$ cat src/rtl/ser_pkg.sv
// Shared definitions for the serial word deframer: FSM state encoding and
// the meaning of the dir input.
package ser_pkg;

  typedef enum logic {
    ST_IDLE = 1'b0,
    ST_DATA = 1'b1
  } state_t;

  localparam logic LSB_FIRST = 1'b1;

endpackage

$ cat src/rtl/ser_bit_counter.sv
// Data-bit counter for the deframer; tc flags the position of the last
// data bit of a frame.
module ser_bit_counter #(
  parameter int WIDTH = 4,
  parameter int CNT_W = 3
) (
  input  logic clk,
  input  logic reset_n,
  input  logic clr,
  input  logic en,
  output logic tc
);

  logic [CNT_W-1:0] count;

  always_ff @(posedge clk or negedge reset_n) begin
    if (!reset_n) begin
      count <= '0;
    end else if (clr) begin
      count <= '0;
    end else if (en) begin
      count <= count + 1'b1;
    end
  end

  assign tc = (count == CNT_W'(WIDTH - 1));

endmodule

$ cat src/rtl/ser_word_deframer.sv
// Serial word deframer: start-bit detect, WIDTH-bit collection in either
// bit order, and a one-entry valid/ready output buffer with sticky overrun.
//
//   state   | meaning
//   IDLE    | waiting for a start bit (1) on a bit_en edge
//   DATA    | shifting in data bits; leaves after the last bit is sampled
module ser_word_deframer
  import ser_pkg::*;
#(
  parameter int WIDTH = 4,
  parameter int CNT_W = 3
) (
  input  logic             clk,
  input  logic             reset_n,
  input  logic             ser_in,
  input  logic             bit_en,
  input  logic             dir,
  output logic [WIDTH-1:0] out_data,
  output logic             out_valid,
  input  logic             out_ready,
  output logic             out_lsbf,
  output logic             busy,
  output logic             overrun,
  input  logic             clr_ovr
);

  state_t           state_q, state_d;
  logic             start;
  logic             word_done;
  logic             tc;
  logic             dir_q;
  logic [WIDTH-1:0] sh_q;
  logic [WIDTH-1:0] sh_next;
  logic             buf_free;

  ser_bit_counter #(
    .WIDTH (WIDTH),
    .CNT_W (CNT_W)
  ) u_bit_counter (
    .clk     (clk),
    .reset_n (reset_n),
    .clr     (start),
    .en      (state_q == ST_DATA && bit_en),
    .tc      (tc)
  );

  always_comb begin
    state_d   = state_q;
    start     = 1'b0;
    word_done = 1'b0;
    case (state_q)
      ST_IDLE: begin
        if (bit_en && ser_in) begin
          start   = 1'b1;
          state_d = ST_DATA;
        end
      end
      ST_DATA: begin
        if (bit_en && tc) begin
          word_done = 1'b1;
          state_d   = ST_IDLE;
        end
      end
      default: state_d = ST_IDLE;
    endcase
  end

  // The completed word includes the bit sampled on this very edge.
  always_comb begin
    sh_next = sh_q;
    if (dir_q == LSB_FIRST) begin
      sh_next = {ser_in, sh_q[WIDTH-1:1]};
    end else begin
      sh_next = {sh_q[WIDTH-2:0], ser_in};
    end
  end

  assign buf_free = !out_valid || out_ready;

  always_ff @(posedge clk or negedge reset_n) begin
    if (!reset_n) begin
      state_q <= ST_IDLE;
      dir_q   <= 1'b0;
      sh_q    <= '0;
    end else begin
      state_q <= state_d;
      if (start) begin
        dir_q <= dir;
        sh_q  <= '0;
      end else if (state_q == ST_DATA && bit_en) begin
        sh_q <= sh_next;
      end
    end
  end

  always_ff @(posedge clk or negedge reset_n) begin
    if (!reset_n) begin
      out_data  <= '0;
      out_valid <= 1'b0;
      out_lsbf  <= 1'b0;
      overrun   <= 1'b0;
    end else begin
      if (word_done && buf_free) begin
        out_data  <= sh_next;
        out_lsbf  <= dir_q;
        out_valid <= 1'b1;
      end else if (out_valid && out_ready) begin
        out_valid <= 1'b0;
      end
      // A drop in the same cycle as clr_ovr leaves overrun set.
      if (word_done && !buf_free) begin
        overrun <= 1'b1;
      end else if (clr_ovr) begin
        overrun <= 1'b0;
      end
    end
  end

  assign busy = (state_q == ST_DATA);

endmodule

$ cat config.mk
export PLATFORM = sky130hd
export DESIGN_NAME = ser_word_deframer
export DESIGN_NICKNAME = d
export VERILOG_FILES = /design/src/rtl/ser_pkg.sv /design/src/rtl/ser_bit_counter.sv /design/src/rtl/ser_word_deframer.sv
export SDC_FILE = /design/constraint.sdc
export NUM_CORES = 1
export LEC_CHECK = 0
export ABC_AREA = 0
export BUFFER_PORTS_ARGS = -buffer_cell sky130_fd_sc_hd__buf_2
export CAP_MARGIN = 20
export CORE_MARGIN = 2
export CORE_UTILIZATION = 45
export DETAILED_ROUTE_END_ITERATION = 8
export PLACE_DENSITY = 0.7
export SYNTH_ARGS = -nofsm -noshare
export SYNTH_HDL_FRONTEND = slang
export SYNTH_SLANG_ARGS = --single-unit
$ cat constraint.sdc
create_clock -name clk -period 1.4 [get_ports clk]
set_clock_uncertainty 0.1 [all_clocks]
set_input_delay 0.28 -clock clk [delete_from_list [all_inputs] [get_ports clk]]
set_output_delay 0.28 -clock clk [all_outputs]
set_load 0.03 [all_outputs]
==> results.json, run 1 <==
{
  "total_leakage_power_nw": 0.473,
  "final_cell_area_sq_um": 935,
  "critical_path_required_ns": 1.47,
  "io_pins": 15,
  "gp_congestion": 0.763,
  "avgSynthCellArea_sq_um": 13.6,
  "syn_inst": 56,
  "yosys.area.top_type": "dfrtp_1",
  "cts_buffers": 3,
  "ctsLongestPathBuffers": 2,
  "ir_drop_uv": 1040,
  "clock_latency_ns": 0.28,
  "ys_warn_count": 0,
  "cpMaxStageDelayCell": "dfrtp_1",
  "grt_pass1_vias": 454,
  "cts.clk_slew.worst_paths_ns": 0.10,
  "placed_area_sq_um": 866,
  "fmax_mhz": 664,
  "finalWirelength_um": 1260,
  "slowest_delay_ns": 0.37,
  "worstHoldPathType": "input pin to register",
  "gr-total-overflow": 0,
  "synth_area_leaders": "dfrtp_1, mux2_4, a32o_1, buf_6, ha_1",
  "powerDensity_nw_per_um2": 2180,
  "area_growth_pct": 22.5,
  "grt_pass1_wl_um": 1910,
  "path_max_fanout": 5,
  "tightest_slew_ns": 0.340,
  "instances_no_fill": 95,
  "die_w_um": 45.2,
  "wl_per_cell_um": 13.2,
  "core_sq_um": 1540,
  "slew_viol_final": 0,
  "startpoint_type": "register",
  "synth_fp_nets": 65,
  "endpoint_kind": "register",
  "fp.dieH_um": 45.2,
  "worst-setup-path-type": "register to register",
  "seq_area_sq_um": 402,
  "min_period_ns": 1.51,
  "post-route-period-util_pct": 108,
  "hpwl_um": 966,
  "htreeDepth": 1,
  "cts.sinks": 16,
  "grt_max_degree": 17,
  "cts_root_buffer": "clkbuf_4",
  "synth.distinct_cells": 18,
  "r2r_cells": 5,
  "fp.dieArea_sq_um": 2040,
  "nFillCells": 130,
  "start_util_pct": 49.5,
  "seq_area_frac_synth_pct": 52.5,
  "via_per_inst": 5.17,
  "ant_nets": 0,
  "layout.nets": 89,
  "cts_tree": "yes",
  "rows": 14,
  "ys_seq_elements": 16,
  "drive_gt1_share_pct": 50.6,
  "worstPathCellList": "ha_2 -> ha_4 -> nand3_4 -> nor2b_4 -> mux2_4",
  "min_path_cells": 2,
  "hold_viol": 0,
  "drt_iter0_drc": 3,
  "firstDrtPassIters": 4,
  "syn_area_sq_um": 763,
  "portBuffers": 14,
  "diodes": 0,
  "grt_setup_unrepaired": "true",
  "cap_violations": 0,
  "grt_util_all_layers_pct": 13.2,
  "antenna_found_initial": 0,
  "critPathArrivalTime_ns": 1.57,
  "dp_cells": 87,
  "worst_slack_ns": -0.106,
  "finalSetupViolCount": 5,
  "vias": 491,
  "multi_input_area_sq_um": 322,
  "drc_errors": 0,
  "synth_top_area_share_pct": 52.5,
  "violations": "negative setup slack",
  "slew_headroom_pct": 77.3,
  "status": "finished, violations left"
}
[registers in the layout (all words and copies together) (netlist names)]
signal / count
sh_q: 4
busy: 1
dir_q: 1
out_valid: 1
overrun: 1
out_data: 4
out_lsbf: 1
u_bit_counter.count: 3
[worst max-delay path, delay by kind of cell, from the launching register on]
kind	cells	cell delay [ns]
DFF	1	0.37
adders and majority gates	2	0.33
muxes	1	0.32
and+or+nand+nor	2	0.29
[synthesized netlist by cell type]
master / count
buf_6: 3
mux2_4: 7
nand2b_4: 1
mux2_2: 1
dfrtp_1: 16
o22ai_1: 1
a32o_1: 4
nor2_1: 1
o21ai_0: 3
buf_4: 1
a21boi_0: 1
nand2_1: 6
o21ai_1: 1
mux2i_1: 2
nand3_4: 1
nor2b_4: 1
ha_1: 2
inv_1: 4
[metal layers]
metal	vias to the layer above	track usage (%)	wire length (um)
met5	-	0	0
met4	0	5.29	10
met3	2	3.60	58
met2	11	20.3	584
met1	236	17.5	601
li1	242	-	-
[logic make-up (layout without fill, tap and decap cells)]
logic type	Yosys count	after routing	synth area share, %
simple gates	10	10	9.34
fa+ha+maj	2	2	3.28
compound gates	10	10	9.67
buf+inv	8	31	7.38
flops	16	16	52.5
mux	10	10	17.9
[final timing paths]
kind	slack, ns	to	from
setup / recovery	-0.11	out_data[1]$_DFFE_PN0P_	u_bit_counter.count[1]$_DFFE_PN0P_
hold / removal	0.08	overrun$_DFFE_PN0P_	clr_ovr
setup reg to reg	-0.11	out_data[1]$_DFFE_PN0P_	u_bit_counter.count[1]$_DFFE_PN0P_
hold reg to reg	0.40	sh_q[3]$_DFFE_PN0P_	sh_q[3]$_DFFE_PN0P_
max in group asynchronous	0.60	busy$_DFF_PN0_	reset_n
min in group asynchronous	0.33	overrun$_DFFE_PN0P_	reset_n
[cell type report]
type | instances | area share, %
sequential | 16 | 43.0
multi-input combinational | 32 | 34.4
timing repair buffer | 23 | 15.0
clock buffer | 4 | 3.88
tap | 16 | 2.14
inverter | 4 | 1.61
[layout by cell type (no fill, tap or decap)]
| master | netlist | layout |
|---|---|---|
| dfrtp_1 | 16 | 15 |
| ha_4 | 0 | 1 |
| a32o_1 | 4 | 4 |
| dlygate4sd3_1 | 0 | 1 |
| o22ai_1 | 1 | 1 |
| mux2_4 | 7 | 7 |
| nand2b_4 | 1 | 1 |
| ha_2 | 0 | 1 |
| buf_4 | 1 | 8 |
| buf_2 | 0 | 14 |
| nand2_1 | 6 | 6 |
| dfrtp_2 | 0 | 1 |
| clkbuf_4 | 0 | 3 |
| clkbuf_8 | 0 | 1 |
| mux2i_1 | 2 | 2 |
| mux2_2 | 1 | 1 |
| nor2b_4 | 1 | 1 |
| o21ai_1 | 1 | 1 |
| inv_1 | 4 | 4 |
| a21boi_1 | 0 | 1 |
| nor2_1 | 1 | 1 |
| o21ai_0 | 3 | 3 |
| nand3_4 | 1 | 1 |
[through the flow]
step           power (mW)  worst slack [ns]  setup TNS (ns)  hold slack [ns]  utilization (%)
2_1_floorplan        1.52           -0.0789          -0.316           -0.116                -
3_3_place_gp         1.68           -0.0774          -0.325            0.102             56.2
3_5_place_dp         1.71            -0.121          -0.572            0.113             56.2
4_1_cts              2.03            -0.106          -0.484           0.0819             60.1
5_1_grt              2.14            -0.160          -0.773           0.0876             60.6
6_report             2.04            -0.106          -0.485           0.0807             60.6
[power by group]
part / internal (mW) / switching [mW] / total (mW)
sequential: 0.657 / 0.155 / 0.812
clock: 0.158 / 0.141 / 0.299
combinational: 0.468 / 0.459 / 0.928
total: 1.28 / 0.755 / 2.04
[timing repair]
action | CTS | global route
gates cloned | 0 | 0
hold endpoints to repair | 16 | 0
setup endpoints to repair | 5 | 7
gates resized for setup | 0 | 1
setup buffers | 2 | 1
pin swaps | 2 | 1
hold buffers | 1 | 0
Note: power is estimated with default switching activity, not from simulation.
==> inputs of run 2 (changes only) <==
--- a/config.mk
+++ b/config.mk
@@ -8,7 +8,6 @@
 export ABC_AREA = 0
 export BUFFER_PORTS_ARGS = -buffer_cell sky130_fd_sc_hd__buf_2
 export CAP_MARGIN = 20
-export CORE_MARGIN = 2
 export CORE_UTILIZATION = 45
 export DETAILED_ROUTE_END_ITERATION = 8
 export PLACE_DENSITY = 0.7
==> constraint.sdc (replaced) <==
create_clock -name clk -period 1.4 [get_ports clk]
set_clock_uncertainty 0.1 [all_clocks]
set_input_delay 0.14 -clock clk [delete_from_list [all_inputs] [get_ports clk]]
set_output_delay 0.14 -clock clk [all_outputs]
set_load 0.03 [all_outputs]
==> results.json, run 2 (same netlist as run 1, synthesis figures left out) <==
{
  "status": "finished, violations left",
  "violations": "negative setup slack",
  "drc_errors": 0,
  "layout.nets": 90,
  "hpwl_um": 941,
  "ff2ff_setup_slack_ns": -0.12,
  "ir_drop_uv": 1230,
  "switching_power_mw": 0.770,
  "cts_buffers": 3,
  "slew_viol_final": 0,
  "p_seq_share_pct": 41.1,
  "startpoint_type": "register",
  "clock_latency_ns": 0.28,
  "finalSetupViolCount": 6,
  "most-common-layout-cells": "dfrtp_1, buf_2, mux2_4, nand2_1, buf_4",
  "p_int_mw": 1.27,
  "firstDrtPassIters": 4,
  "endpoint_kind": "register",
  "critPathArrivalTime_ns": 1.60,
  "mostFrequentLayoutCell": "dfrtp_1",
  "netSwitchingFraction_pct": 37.7,
  "ant_nets": 0,
  "gr-total-overflow": 0,
  "cts.clk_slew.worst_paths_ns": 0.10,
  "fmax_mhz": 656,
  "wl_met2_um": 631,
  "placed_area_sq_um": 866,
  "nFillCells": 123,
  "portBuffers": 14,
  "wl_met3_um": 64,
  "min_period_ns": 1.52,
  "fin_tns_setup_ns": -0.658,
  "start_util_pct": 49.5,
  "diodes": 0,
  "grt_pass1_wl_um": 2150,
  "fp.dieArea_sq_um": 1860,
  "critical_path_required_ns": 1.48,
  "worstHoldPathType": "input pin to register",
  "cts_root_buffer": "clkbuf_4",
  "hp-start": "out_ready",
  "grt_pass1_vias": 478,
  "clockPowerShare_pct": 14.9,
  "htreeDepth": 1,
  "fp.dieH_um": 43.2,
  "hold_viol": 0,
  "total_leakage_power_nw": 0.480,
  "rr_startpoint": "u_bit_counter.count[1]$_DFFE_PN0P_",
  "worst_slack_ns": -0.124,
  "antenna_found_initial": 0,
  "top_regs": "out_data: 4 flops, sh_q: 4 flops, u_bit_counter.count: 3 flops",
  "path_max_fanout": 5,
  "reg2reg_to": "out_data[2]$_DFFE_PN0P_",
  "drt_iter0_drc": 8,
  "via_per_inst": 5.30,
  "worst-setup-path-type": "register to register",
  "cap_violations": 0,
  "slew_headroom_pct": 76.4,
  "cts_tree": "yes",
  "ctsLongestPathBuffers": 2,
  "area_growth_pct": 25.9,
  "hold_path_end": "out_valid$_DFFE_PN0P_",
  "powerDensity_nw_per_um2": 2120,
  "wl_per_cell_um": 14.1,
  "post-route-period-util_pct": 109,
  "core_sq_um": 1540,
  "wl_met1_um": 655,
  "rows": 14,
  "min_path_cells": 3,
  "grt_max_degree": 17,
  "route.top_layer_used": "met4",
  "finalWirelength_um": 1360,
  "vias": 509,
  "io_pins": 15,
  "r2r_cells": 5,
  "final_cell_area_sq_um": 961,
  "grt_setup_unrepaired": "true",
  "drive_gt1_share_pct": 51.2,
  "die_w_um": 43.2,
  "gp_congestion": 0.715,
  "cts.sinks": 16,
  "grt_util_all_layers_pct": 15.7,
  "tightest_slew_ns": 0.353,
  "combPwrFrac_pct": 44.0
}
run 2: cell count changes in the layout (fill, tap and decap cells not counted), sizes merged:
cell         previous run  this run
buf                    22        21
dlygate4sd3             1         3
run 2: worst max-delay path, stage by stage (launching register included):
cell	delay, ns
dfrtp_1	0.36
ha_2	0.20
ha_4	0.13
nand3_4	0.07
nor2b_4	0.23
mux2_4	0.32
run 2: worst max-delay path by stage:
stage                                             from                       to  slack (ns)  cells past startpoint
floorplan           u_bit_counter.count[0]$_DFFE_PN0P_  out_data[0]$_DFFE_PN0P_       -0.08                      6
detailed placement  u_bit_counter.count[0]$_DFFE_PN0P_  out_data[2]$_DFFE_PN0P_       -0.11                      5
CTS                 u_bit_counter.count[0]$_DFFE_PN0P_  out_data[2]$_DFFE_PN0P_       -0.12                      5
global route        u_bit_counter.count[0]$_DFFE_PN0P_     out_lsbf$_DFFE_PN0P_       -0.19                      5
global placement    u_bit_counter.count[1]$_DFFE_PN0P_  out_data[2]$_DFFE_PN0P_       -0.08                      5
finish              u_bit_counter.count[1]$_DFFE_PN0P_  out_data[2]$_DFFE_PN0P_       -0.12                      5
run 2: cell type report:
| cell class | count | area, sq um | area share [%] |
|---|---|---|---|
| Timing Repair Buffer | 24 | 156 | 16.3 |
| Clock buffer | 4 | 36.3 | 3.78 |
| Inverter | 4 | 15.0 | 1.56 |
| Multi-Input combinational cell | 32 | 332 | 34.5 |
| Sequential cell | 16 | 402 | 41.8 |
| Tap cell | 16 | 20.0 | 2.08 |
run 2: routing by layer:
| metal | GRT usage [%] | up-vias |
|---|---|---|
| li1 | - | 244 |
| met1 | 20.5 | 246 |
| met2 | 24.2 | 17 |
| met3 | 2.55 | 2 |
| met4 | 9.09 | 0 |
| met5 | 0 | - |
run 2: power groups by stage:
stage / combinational [mW] / clock (mW) / sequential [mW]
global placement: 0.842 / 0 / 0.840
CTS: 0.876 / 0.311 / 0.836
detailed placement: 0.862 / 0 / 0.845
global route: 0.969 / 0.324 / 0.862
finish: 0.898 / 0.304 / 0.839
floorplan: 0.565 / 0 / 0.951
run 2: what timing repair did:
action / CTS / global route
resized for setup: 0 / 4
setup endpoints to repair: 5 / 6
endpoints found under the hold margin: 18 / 0
hold buffers: 3 / 0
buffers inserted: 1 / 1
pin swaps: 1 / 1
run 2: through the flow:
| stage | power (mW) | util [%] | setup WS (ns) | instances | hold WS (ns) |
|---|---|---|---|---|---|
| 2_1_floorplan | 1.52 | - | -0.0789 | 56 | -0.256 |
| 3_3_place_gp | 1.68 | 56.2 | -0.0797 | 87 | -0.0331 |
| 3_5_place_dp | 1.71 | 56.2 | -0.114 | 87 | -0.0301 |
| 4_1_cts | 2.02 | 61.0 | -0.118 | 95 | 0.0253 |
| 5_1_grt | 2.16 | 62.3 | -0.193 | 96 | 0.0290 |
| 6_report | 2.04 | 62.3 | -0.124 | 96 | 0.0321 |
==> inputs of run 3 (changes only) <==
--- a/config.mk
+++ b/config.mk
@@ -8,6 +8,7 @@
 export ABC_AREA = 0
 export BUFFER_PORTS_ARGS = -buffer_cell sky130_fd_sc_hd__buf_2
 export CAP_MARGIN = 20
+export CORE_ASPECT_RATIO = 0.9
 export CORE_UTILIZATION = 45
 export DETAILED_ROUTE_END_ITERATION = 8
 export PLACE_DENSITY = 0.7
==> results.json, run 3 (same netlist as run 1, synthesis figures left out) <==
{
  "crit_buf_inv": 0,
  "critical_path_required_ns": 1.48,
  "cts_root_buffer": "clkbuf_4",
  "grt_util_all_layers_pct": 18.3,
  "hold_viol": 0,
  "rows": 13,
  "grt_pass1_wl_um": 2260,
  "worst_slack_ns": -0.0962,
  "grt_setup_unrepaired": "true",
  "nFillCells": 125,
  "startpoint_type": "register",
  "cts_tree": "yes",
  "via_per_inst": 5.11,
  "fmax_mhz": 668,
  "slowest_delay_ns": 0.40,
  "mostFrequentLayoutCell": "dfrtp_1",
  "ctsLongestPathBuffers": 2,
  "area_growth_pct": 27.7,
  "htreeDepth": 1,
  "critPathTopFamily": "flip-flops",
  "utilization_pct": 64.4,
  "portBuffers": 14,
  "cap_violations": 0,
  "cts_buffers": 3,
  "post-route-period-util_pct": 107,
  "worstPathCellList": "ha_4 -> ha_4 -> nand3_4 -> nor2b_4 -> mux2_4",
  "gr-total-overflow": 0,
  "hp-start": "out_ready",
  "gp_congestion": 0.797,
  "fp.dieH_um": 41.1,
  "clock_latency_ns": 0.28,
  "ff2ff_setup_slack_ns": -0.1,
  "finalWirelength_um": 1350,
  "core_sq_um": 1510,
  "ant_nets": 0,
  "worstHoldPathType": "input pin to register",
  "crit_start": "u_bit_counter.count[1]$_DFFE_PN0P_",
  "cts.clk_slew.worst_paths_ns": 0.09,
  "grt_pass1_vias": 509,
  "cpMaxStageDelayCell": "dfrtp_1",
  "tightest_slew_ns": 0.360,
  "ir_drop_uv": 1000,
  "firstDrtPassIters": 4,
  "die_w_um": 45.4,
  "violations": "negative setup slack",
  "top_regs": "out_data: 4 flops, sh_q: 4 flops, u_bit_counter.count: 3 flops",
  "powerDensity_nw_per_um2": 2110,
  "wl_per_cell_um": 13.3,
  "most-common-layout-cells": "dfrtp_1, buf_2, mux2_4, nand2_1, buf_4",
  "status": "finished, violations left",
  "layout.nets": 90,
  "grt_max_degree": 17,
  "drt_iter0_drc": 3,
  "io_pins": 15,
  "fp.dieArea_sq_um": 1860,
  "fin_tns_setup_ns": -0.462,
  "endpoint_kind": "register",
  "rr_startpoint": "u_bit_counter.count[1]$_DFFE_PN0P_",
  "min_period_ns": 1.50,
  "path_max_fanout": 5,
  "diodes": 0,
  "drive_gt1_share_pct": 50.0,
  "vias": 521,
  "drc_errors": 0,
  "critPathArrivalTime_ns": 1.57,
  "total_leakage_power_nw": 0.481,
  "worst-setup-path-type": "register to register",
  "path_common_cell": "ha_4",
  "slew_headroom_pct": 76.0,
  "cts.sinks": 16,
  "finalSetupViolCount": 6,
  "start_util_pct": 50.5,
  "antenna_found_initial": 0,
  "hpwl_um": 970,
  "slew_viol_final": 0
}
-- run 3: metrics by stage --
stage | cells | total power [mW] | area (sq um) | setup slack (ns) | hold WS (ns)
3_5_place_dp | 92 | 1.70 | 866 | -0.134 | -0.0258
4_1_cts | 100 | 2.02 | 940 | -0.127 | 0.0163
3_3_place_gp | 92 | 1.68 | 866 | -0.0816 | -0.0342
5_1_grt | 102 | 2.20 | 975 | -0.163 | 0.0321
6_report | 102 | 2.05 | 975 | -0.0962 | 0.0323
2_1_floorplan | 56 | 1.52 | 779 | -0.0789 | -0.256
-- run 3: tightest hold or removal path: stages --
cell and delay [ns]:
buf_2 0.08, nand2b_4 0.12, nand2_1 0.05
-- run 3: worst paths after layout --
path	end	cells past startpoint
min reg2reg	u_bit_counter.count[2]$_DFFE_PN0P_	2
min	out_valid$_DFFE_PN0P_	3
max	out_data[2]$_DFFE_PN0P_	5
max in group asynchronous	busy$_DFF_PN0_	2
max reg2reg	out_data[2]$_DFFE_PN0P_	5
min in group asynchronous	out_data[0]$_DFFE_PN0P_	2
-- run 3: cell type report --
class	instances	area (sq um)	area share, %
Clock buffer	4	36.3	3.72
Multi-Input combinational cell	32	338	34.7
Sequential cell	16	402	41.2
Inverter	4	15.0	1.54
Tap cell	22	27.5	2.82
Timing Repair Buffer	24	156	16.0
-- run 3: layer usage --
| layer | routed length [um] | vias to the layer above | global-route usage (%) |
|---|---|---|---|
| li1 | - | 244 | - |
| met1 | 667 | 257 | 22.8 |
| met2 | 615 | 16 | 29.3 |
| met3 | 45 | 4 | 3.96 |
| met4 | 25 | 0 | 11.4 |
| met5 | 0 | - | 0 |
-- run 3: power by group --
group / total (mW) / leakage (nW) / internal [mW] / switching [mW]
combinational: 0.905 / 0.258 / 0.468 / 0.437
clock: 0.301 / 0.0210 / 0.158 / 0.142
sequential: 0.848 / 0.201 / 0.657 / 0.191
total: 2.05 / 0.481 / 1.28 / 0.770
-- run 3: repair_timing --
| item | CTS | global route |
|---|---|---|
| hold buffers | 3 | 0 |
| setup endpoints to repair | 5 | 7 |
| cloned | 0 | 0 |
| pin swaps | 2 | 3 |
| buffers inserted | 1 | 2 |
| endpoints found under the hold margin | 18 | 0 |
| gates resized for setup | 0 | 3 |
